[config.mk]
export PLATFORM = sky130hd
export DESIGN_NAME = riscv_mul_div_ctrl
export DESIGN_NICKNAME = d
export VERILOG_FILES = /design/src/rtl/riscv_mul_div_ctrl.sv
export SDC_FILE = /design/constraint.sdc
export NUM_CORES = 1
export LEC_CHECK = 0
export ABC_AREA = 1
export CAP_MARGIN = 5
export CORE_ASPECT_RATIO = 0.7
export CORE_MARGIN = 2
export CORE_UTILIZATION = 25
export CTS_CLUSTER_SIZE = 14
export DETAILED_ROUTE_END_ITERATION = 8
export HOLD_SLACK_MARGIN = 0.05
export SETUP_SLACK_MARGIN = 0.05
export SLEW_MARGIN = 20
export SYNTH_ARGS = -nofsm -noshare
export SYNTH_HDL_FRONTEND = slang
export SYNTH_SLANG_ARGS = --single-unit
[constraint.sdc]
create_clock -name clk -period 21 [get_ports clk]
set_input_delay 4.2 -clock clk [delete_from_list [all_inputs] [get_ports clk]]
set_output_delay 4.2 -clock clk [all_outputs]
set_load 0.01 [all_outputs]
[src/rtl/riscv_mul_div_ctrl.sv]
`default_nettype none
// +----------------------------------------------------------------------------+
// | riscv_mul_div_ctrl: RV32M sequencer around an unsigned mul/div core.      |
// | Optional one-entry division result cache: define MUL_DIV_RESULT_CACHE_EN. |
// | Revision: 1.0                                                             |
// +----------------------------------------------------------------------------+
module riscv_mul_div_ctrl (
  input  logic        clk,
  input  logic        reset,
  input  logic        start,
  input  logic [2:0]  funct3,
  input  logic [31:0] rs1,
  input  logic [31:0] rs2,
  output logic        busy,
  output logic        done,
  output logic [31:0] result,
  output logic        core_enable_in,
  output logic [31:0] core_x,
  output logic [31:0] core_y,
  output logic        core_mul0_div1,
  output logic        core_x_unsigned,
  output logic        core_y_unsigned,
  input  logic        core_enable_out,
  input  logic [63:0] core_z,
  input  logic [31:0] core_q,
  input  logic [31:0] core_r
);

  typedef enum logic [2:0] {
    S_IDLE  = 3'd0,
    S_ISSUE = 3'd1,
    S_WAIT  = 3'd2,
    S_FIX   = 3'd3,
    S_DONE  = 3'd4
  } state_t;

  localparam logic [31:0] INT_MIN = 32'h8000_0000;
  localparam logic [31:0] ALL_ONE = 32'hFFFF_FFFF;

  function automatic logic x_is_signed(input logic [2:0] f);
    return (f == 3'd1) || (f == 3'd2) || (f == 3'd4) || (f == 3'd6);
  endfunction

  function automatic logic y_is_signed(input logic [2:0] f);
    return (f == 3'd1) || (f == 3'd4) || (f == 3'd6);
  endfunction

  state_t      state;
  state_t      next_state;

  logic [2:0]  op_r;
  logic [31:0] x_r;
  logic [31:0] y_r;
  logic        dz_r;
  logic        ovf_r;
  logic        hit_r;
  logic [63:0] z_r;
  logic [31:0] q_r;
  logic [31:0] r_r;

  logic        in_is_div;
  logic        in_dz;
  logic        in_ovf;
  logic        in_hit;
  logic [31:0] hit_quo;
  logic [31:0] hit_rem;

  logic        sign_x;
  logic        sign_y;
  logic [31:0] mag_x;
  logic [31:0] mag_y;
  logic [63:0] prod_fixed;
  logic [31:0] quo_fixed;
  logic [31:0] rem_fixed;
  logic [31:0] fix_result;

  // Request decode on the raw inputs, used only when a start is accepted.
  assign in_is_div = funct3[2];
  assign in_dz     = in_is_div & (rs2 == 32'd0);
  assign in_ovf    = in_is_div & ~funct3[0] & (rs1 == INT_MIN) & (rs2 == ALL_ONE);

`ifdef MUL_DIV_RESULT_CACHE_EN
  logic [31:0] cache_x;
  logic [31:0] cache_y;
  logic        cache_signed;
  logic [31:0] cache_quo;
  logic [31:0] cache_rem;
  logic        cache_valid;

  assign in_hit  = in_is_div & cache_valid & (rs1 == cache_x) & (rs2 == cache_y)
                 & (cache_signed == ~funct3[0]);
  assign hit_quo = cache_quo;
  assign hit_rem = cache_rem;

  always_ff @(posedge clk or posedge reset) begin
    if (reset) begin
      cache_x      <= 32'd0;
      cache_y      <= 32'd0;
      cache_signed <= 1'b0;
      cache_quo    <= 32'd0;
      cache_rem    <= 32'd0;
      cache_valid  <= 1'b0;
    end else if (state == S_FIX && op_r[2] && !dz_r && !ovf_r && !hit_r) begin
      cache_x      <= x_r;
      cache_y      <= y_r;
      cache_signed <= ~op_r[0];
      cache_quo    <= quo_fixed;
      cache_rem    <= rem_fixed;
      cache_valid  <= 1'b1;
    end
  end
`else
  assign in_hit  = 1'b0;
  assign hit_quo = 32'd0;
  assign hit_rem = 32'd0;
`endif

  // The core only sees magnitudes; signs are reapplied in FIX.
  assign sign_x     = x_is_signed(op_r) & x_r[31];
  assign sign_y     = y_is_signed(op_r) & y_r[31];
  assign mag_x      = sign_x ? (~x_r + 32'd1) : x_r;
  assign mag_y      = sign_y ? (~y_r + 32'd1) : y_r;
  assign prod_fixed = (sign_x ^ sign_y) ? (~z_r + 64'd1) : z_r;
  assign quo_fixed  = (sign_x ^ sign_y) ? (~q_r + 32'd1) : q_r;
  assign rem_fixed  = sign_x ? (~r_r + 32'd1) : r_r;

  always_comb begin
    fix_result = 32'd0;
    if (dz_r) begin
      fix_result = op_r[1] ? x_r : ALL_ONE;
    end else if (ovf_r) begin
      fix_result = op_r[1] ? 32'd0 : INT_MIN;
    end else if (hit_r) begin
      fix_result = op_r[1] ? hit_rem : hit_quo;
    end else if (op_r[2]) begin
      fix_result = op_r[1] ? rem_fixed : quo_fixed;
    end else if (op_r == 3'd0) begin
      fix_result = prod_fixed[31:0];
    end else begin
      fix_result = prod_fixed[63:32];
    end
  end

  always_ff @(posedge clk or posedge reset) begin
    if (reset) begin
      state <= S_IDLE;
    end else begin
      state <= next_state;
    end
  end

  always_comb begin
    next_state      = state;
    busy            = (state != S_IDLE);
    done            = 1'b0;
    core_enable_in  = 1'b0;
    core_x          = 32'd0;
    core_y          = 32'd0;
    core_mul0_div1  = 1'b0;
    core_x_unsigned = 1'b0;
    core_y_unsigned = 1'b0;
    case (state)
      S_IDLE: begin
        if (start) begin
          next_state = (in_dz || in_ovf || in_hit) ? S_FIX : S_ISSUE;
        end
      end
      S_ISSUE: begin
        core_enable_in  = 1'b1;
        core_x          = mag_x;
        core_y          = mag_y;
        core_mul0_div1  = op_r[2];
        core_x_unsigned = 1'b1;
        core_y_unsigned = 1'b1;
        next_state      = S_WAIT;
      end
      S_WAIT: begin
        if (core_enable_out) begin
          next_state = S_FIX;
        end
      end
      S_FIX: begin
        next_state = S_DONE;
      end
      S_DONE: begin
        done       = 1'b1;
        next_state = S_IDLE;
      end
      default: begin
        next_state = S_IDLE;
      end
    endcase
  end

  always_ff @(posedge clk or posedge reset) begin
    if (reset) begin
      op_r   <= 3'd0;
      x_r    <= 32'd0;
      y_r    <= 32'd0;
      dz_r   <= 1'b0;
      ovf_r  <= 1'b0;
      hit_r  <= 1'b0;
      z_r    <= 64'd0;
      q_r    <= 32'd0;
      r_r    <= 32'd0;
      result <= 32'd0;
    end else begin
      if (state == S_IDLE && start) begin
        op_r  <= funct3;
        x_r   <= rs1;
        y_r   <= rs2;
        dz_r  <= in_dz;
        ovf_r <= in_ovf;
        hit_r <= in_hit & ~in_dz & ~in_ovf;
      end
      if (state == S_WAIT && core_enable_out) begin
        z_r <= core_z;
        q_r <= core_q;
        r_r <= core_r;
      end
      if (state == S_FIX) begin
        result <= fix_result;
      end
    end
  end

endmodule
`default_nettype wire

==> flow_metrics.env <==
export IMPL_status="complete, no violations"
export IMPL_syn_nets=2844
export IMPL_synthTopCellsByArea="dfrtp_1 (35%), nand2_1 (15%), nor2_1 (12%)"
export IMPL_synth_ff_latch_count=232
export IMPL_coreArea_um2=64900
export IMPL_yosysTopAreaCell="dfrtp_1"
export IMPL_end_kind="output port"
export IMPL_setup_ws_ps=12450
export IMPL_synthMuxAreaShare=0.01501
export IMPL_drive_gt1_frac=0.03699
export IMPL_path_clk_slew_ps=60
export IMPL_ctsResizeCount=0
export IMPL_synth_xor_area_frac=0.006401
export IMPL_crit_path_max_fanout=51
export IMPL_track_usage=0.2097
export IMPL_slew_limit_headroom=0.3603
export IMPL_portBuffers=300
export IMPL_fp_dieH_um=218.4
export IMPL_post_route_min_period_ps=8549
export IMPL_htree_num_levels=1
export IMPL_die_w_um=310.3
export IMPL_nNetsFinal=3075
export IMPL_synthDistinctLibCells=39
export IMPL_ys_flop_type="dfrtp_1"
export IMPL_dp_cells=3721
export IMPL_synth_compound_area_frac=0.1440
export IMPL_cts_tree="done"
export IMPL_wirelength_um=72500
export IMPL_crit_type="reg -> out"
export IMPL_avgSynthCellArea_um2=6.219
export IMPL_worstSetupStartpointType="flip-flop"
export IMPL_cts_buffer_depth=3
export IMPL_cts_setup_buffers=0
export IMPL_post_drt_via_cell_ratio=4.899
export IMPL_grt_pass1_wl_um=107700
export IMPL_grt_overflow_total=0
export IMPL_cp_required_ps=16800
export IMPL_grt_start_max_net_pins=182
export IMPL_layout_common_cells="nand2_1 (657), nor2_1 (506), clkdlybuf4s50_1 (300)"
export IMPL_first_global_vias=17120
export IMPL_finalSetupViolCount=0
export IMPL_clock_latency_ps=590
export IMPL_hold_buffers=0
export IMPL_arrival_ps=4350
export IMPL_synth_edff_count=0
export IMPL_ir_drop_uv=69.71
export IMPL_die_area_um2=67770
export IMPL_leakagePower_uw=0.009346
export IMPL_core_rowCount=78
export IMPL_dr_first_iter_drc_count=2038
export IMPL_final_common_cell="nand2_1"
export IMPL_start_util=0.2530
export IMPL_cts_buffers=28
export IMPL_synthAdderAreaFrac=0.003810
export IMPL_slew_viol_final=0
export IMPL_drc=0
export IMPL_drv_cap=0
export IMPL_ys_seq_area_frac=0.3536
export IMPL_vias=18490
export IMPL_timing_final_crit_share=0.4071
export IMPL_synthToLayoutAreaGrowth_pct=28.47
export IMPL_fin_cells=3775
export IMPL_synth_simple_gate_area_frac=0.3824
export IMPL_ys_async_sr_fraction=1.000
export IMPL_rsz0062_at_grt="false"
export IMPL_hold_path_class="reg -> reg"
export IMPL_hold_viol_final=0
export IMPL_power_density_nw_per_um2=151.6
export IMPL_drtAntennaViolNets=0
export IMPL_detailed_place_hpwl_um=56600
export IMPL_routabilityCongestion=0.9770
export IMPL_finClkSkew_ps=19.94
export IMPL_cts_root_buf="clkbuf_16"
export IMPL_wire_per_inst_um=19.21
export IMPL_synth_top_area_share=0.3536
export IMPL_antenna_found_initial=2
export IMPL_dp_slack_ps=13120
export IMPL_firstDrtPassIters=5
export IMPL_fmax_mhz=117.0
export IMPL_synthCells=2640
export IMPL_synth_top_family_by_area="simple AND/OR/NAND/NOR gates"
export IMPL_yosys_warnings=0
export IMPL_setup_tns_ps=0
export IMPL_syn_cell_area_um2=16420
export IMPL_ioPinCount=301
export IMPL_cts_sinks=232
export IMPL_worstMarginPinSlew_ps=959.5
-- state kept, by name (all words and copies together) (netlist names) --
name / flops
dz_r: 1
op_r: 3
ovf_r: 1
q_r: 32
r_r: 32
result: 32
state: 3
x_r: 32
y_r: 32
z_r: 64
-- cells in the mapped netlist (12+ instances only) --
library cell    n
nand3_1       237
nor4_1         17
buf_2          16
nor2_1        508
dfrtp_1       232
o21ai_0       162
nand2_1       657
a21oi_1       268
clkbuf_1       73
nor3_1         36
xor2_1         12
mux2_2         21
nand4_1        32
inv_1         273
-- metrics by stage --
step / hold WS, ps / utilization / cell area [µm²] / power (µW)
2_1_floorplan: 469.2 / - / 16420 / 1940
3_3_place_gp: 463.7 / 0.3108 / 20170 / 2649
3_5_place_dp: 466.1 / 0.3108 / 20170 / 2655
4_1_cts: 483.4 / 0.3249 / 21090 / 3164
5_1_grt: 508.7 / 0.3250 / 21090 / 3440
6_report: 477.0 / 0.3250 / 21090 / 3198
-- cells by family (layout without fill, tap and decap cells) --
| family | count (synthesis) | in the layout |
|---|---|---|
| mux | 22 | 22 |
| other cells | 0 | 2 |
| flops | 232 | 232 |
| xor+xnor | 12 | 12 |
| fa+ha+maj | 5 | 5 |
| compound gates | 462 | 462 |
| buf+inv | 389 | 642 |
| simple gates | 1518 | 1518 |
-- routing by layer --
layer | track usage | vias up | share of wire
met5 | 0 | - | 0
met3 | 0.05460 | 83 | 0.089
met2 | 0.3013 | 710 | 0.41
met1 | 0.3096 | 8717 | 0.47
met4 | 0.04863 | 0 | 0.025
li1 | - | 8983 | -
-- report_power, final --
part / internal [µW] / switching (µW)
clock: 278 / 221
combinational: 598 / 1200
sequential: 657 / 245
-- area by class of cell --
type / count / area (µm²)
sequential: 232 / 5806
timing repair buffer: 315 / 3128
tap: 880 / 1101
fill: 7207 / 43810
clock inverter: 14 / 126.4
clock buffer: 38 / 789.5
multi-input combinational: 2019 / 9097
antenna: 2 / 5.005
inverter: 275 / 1040
-- worst paths after layout --
check / cells past startpoint / end / start / slack (ps)
setup / recovery: 13 / core_x[28] / op_r[2] / 12450
hold / removal: 2 / result[5] / result[5] / 480
setup reg to reg: 16 / result[11] / op_r[2] / 16880
hold reg to reg: 2 / result[5] / result[5] / 480
max in group asynchronous: 4 / z_r[32] / reset / 14520
min in group asynchronous: 2 / y_r[28] / reset / 4180
-- critical path, cell delays in order (launching register included) --
cell	delay [ps]
dfrtp_1	360
buf_4	470
nand2_1	160
nand2_2	180
nand2_2	100
nand2_4	420
inv_1	500
buf_4	400
nand2_1	200
o21ai_1	110
nand2_1	80
nand2_1	50
nor2_1	130
clkdlybuf4s50_1	560
Power figures use the tool's default switching activity.
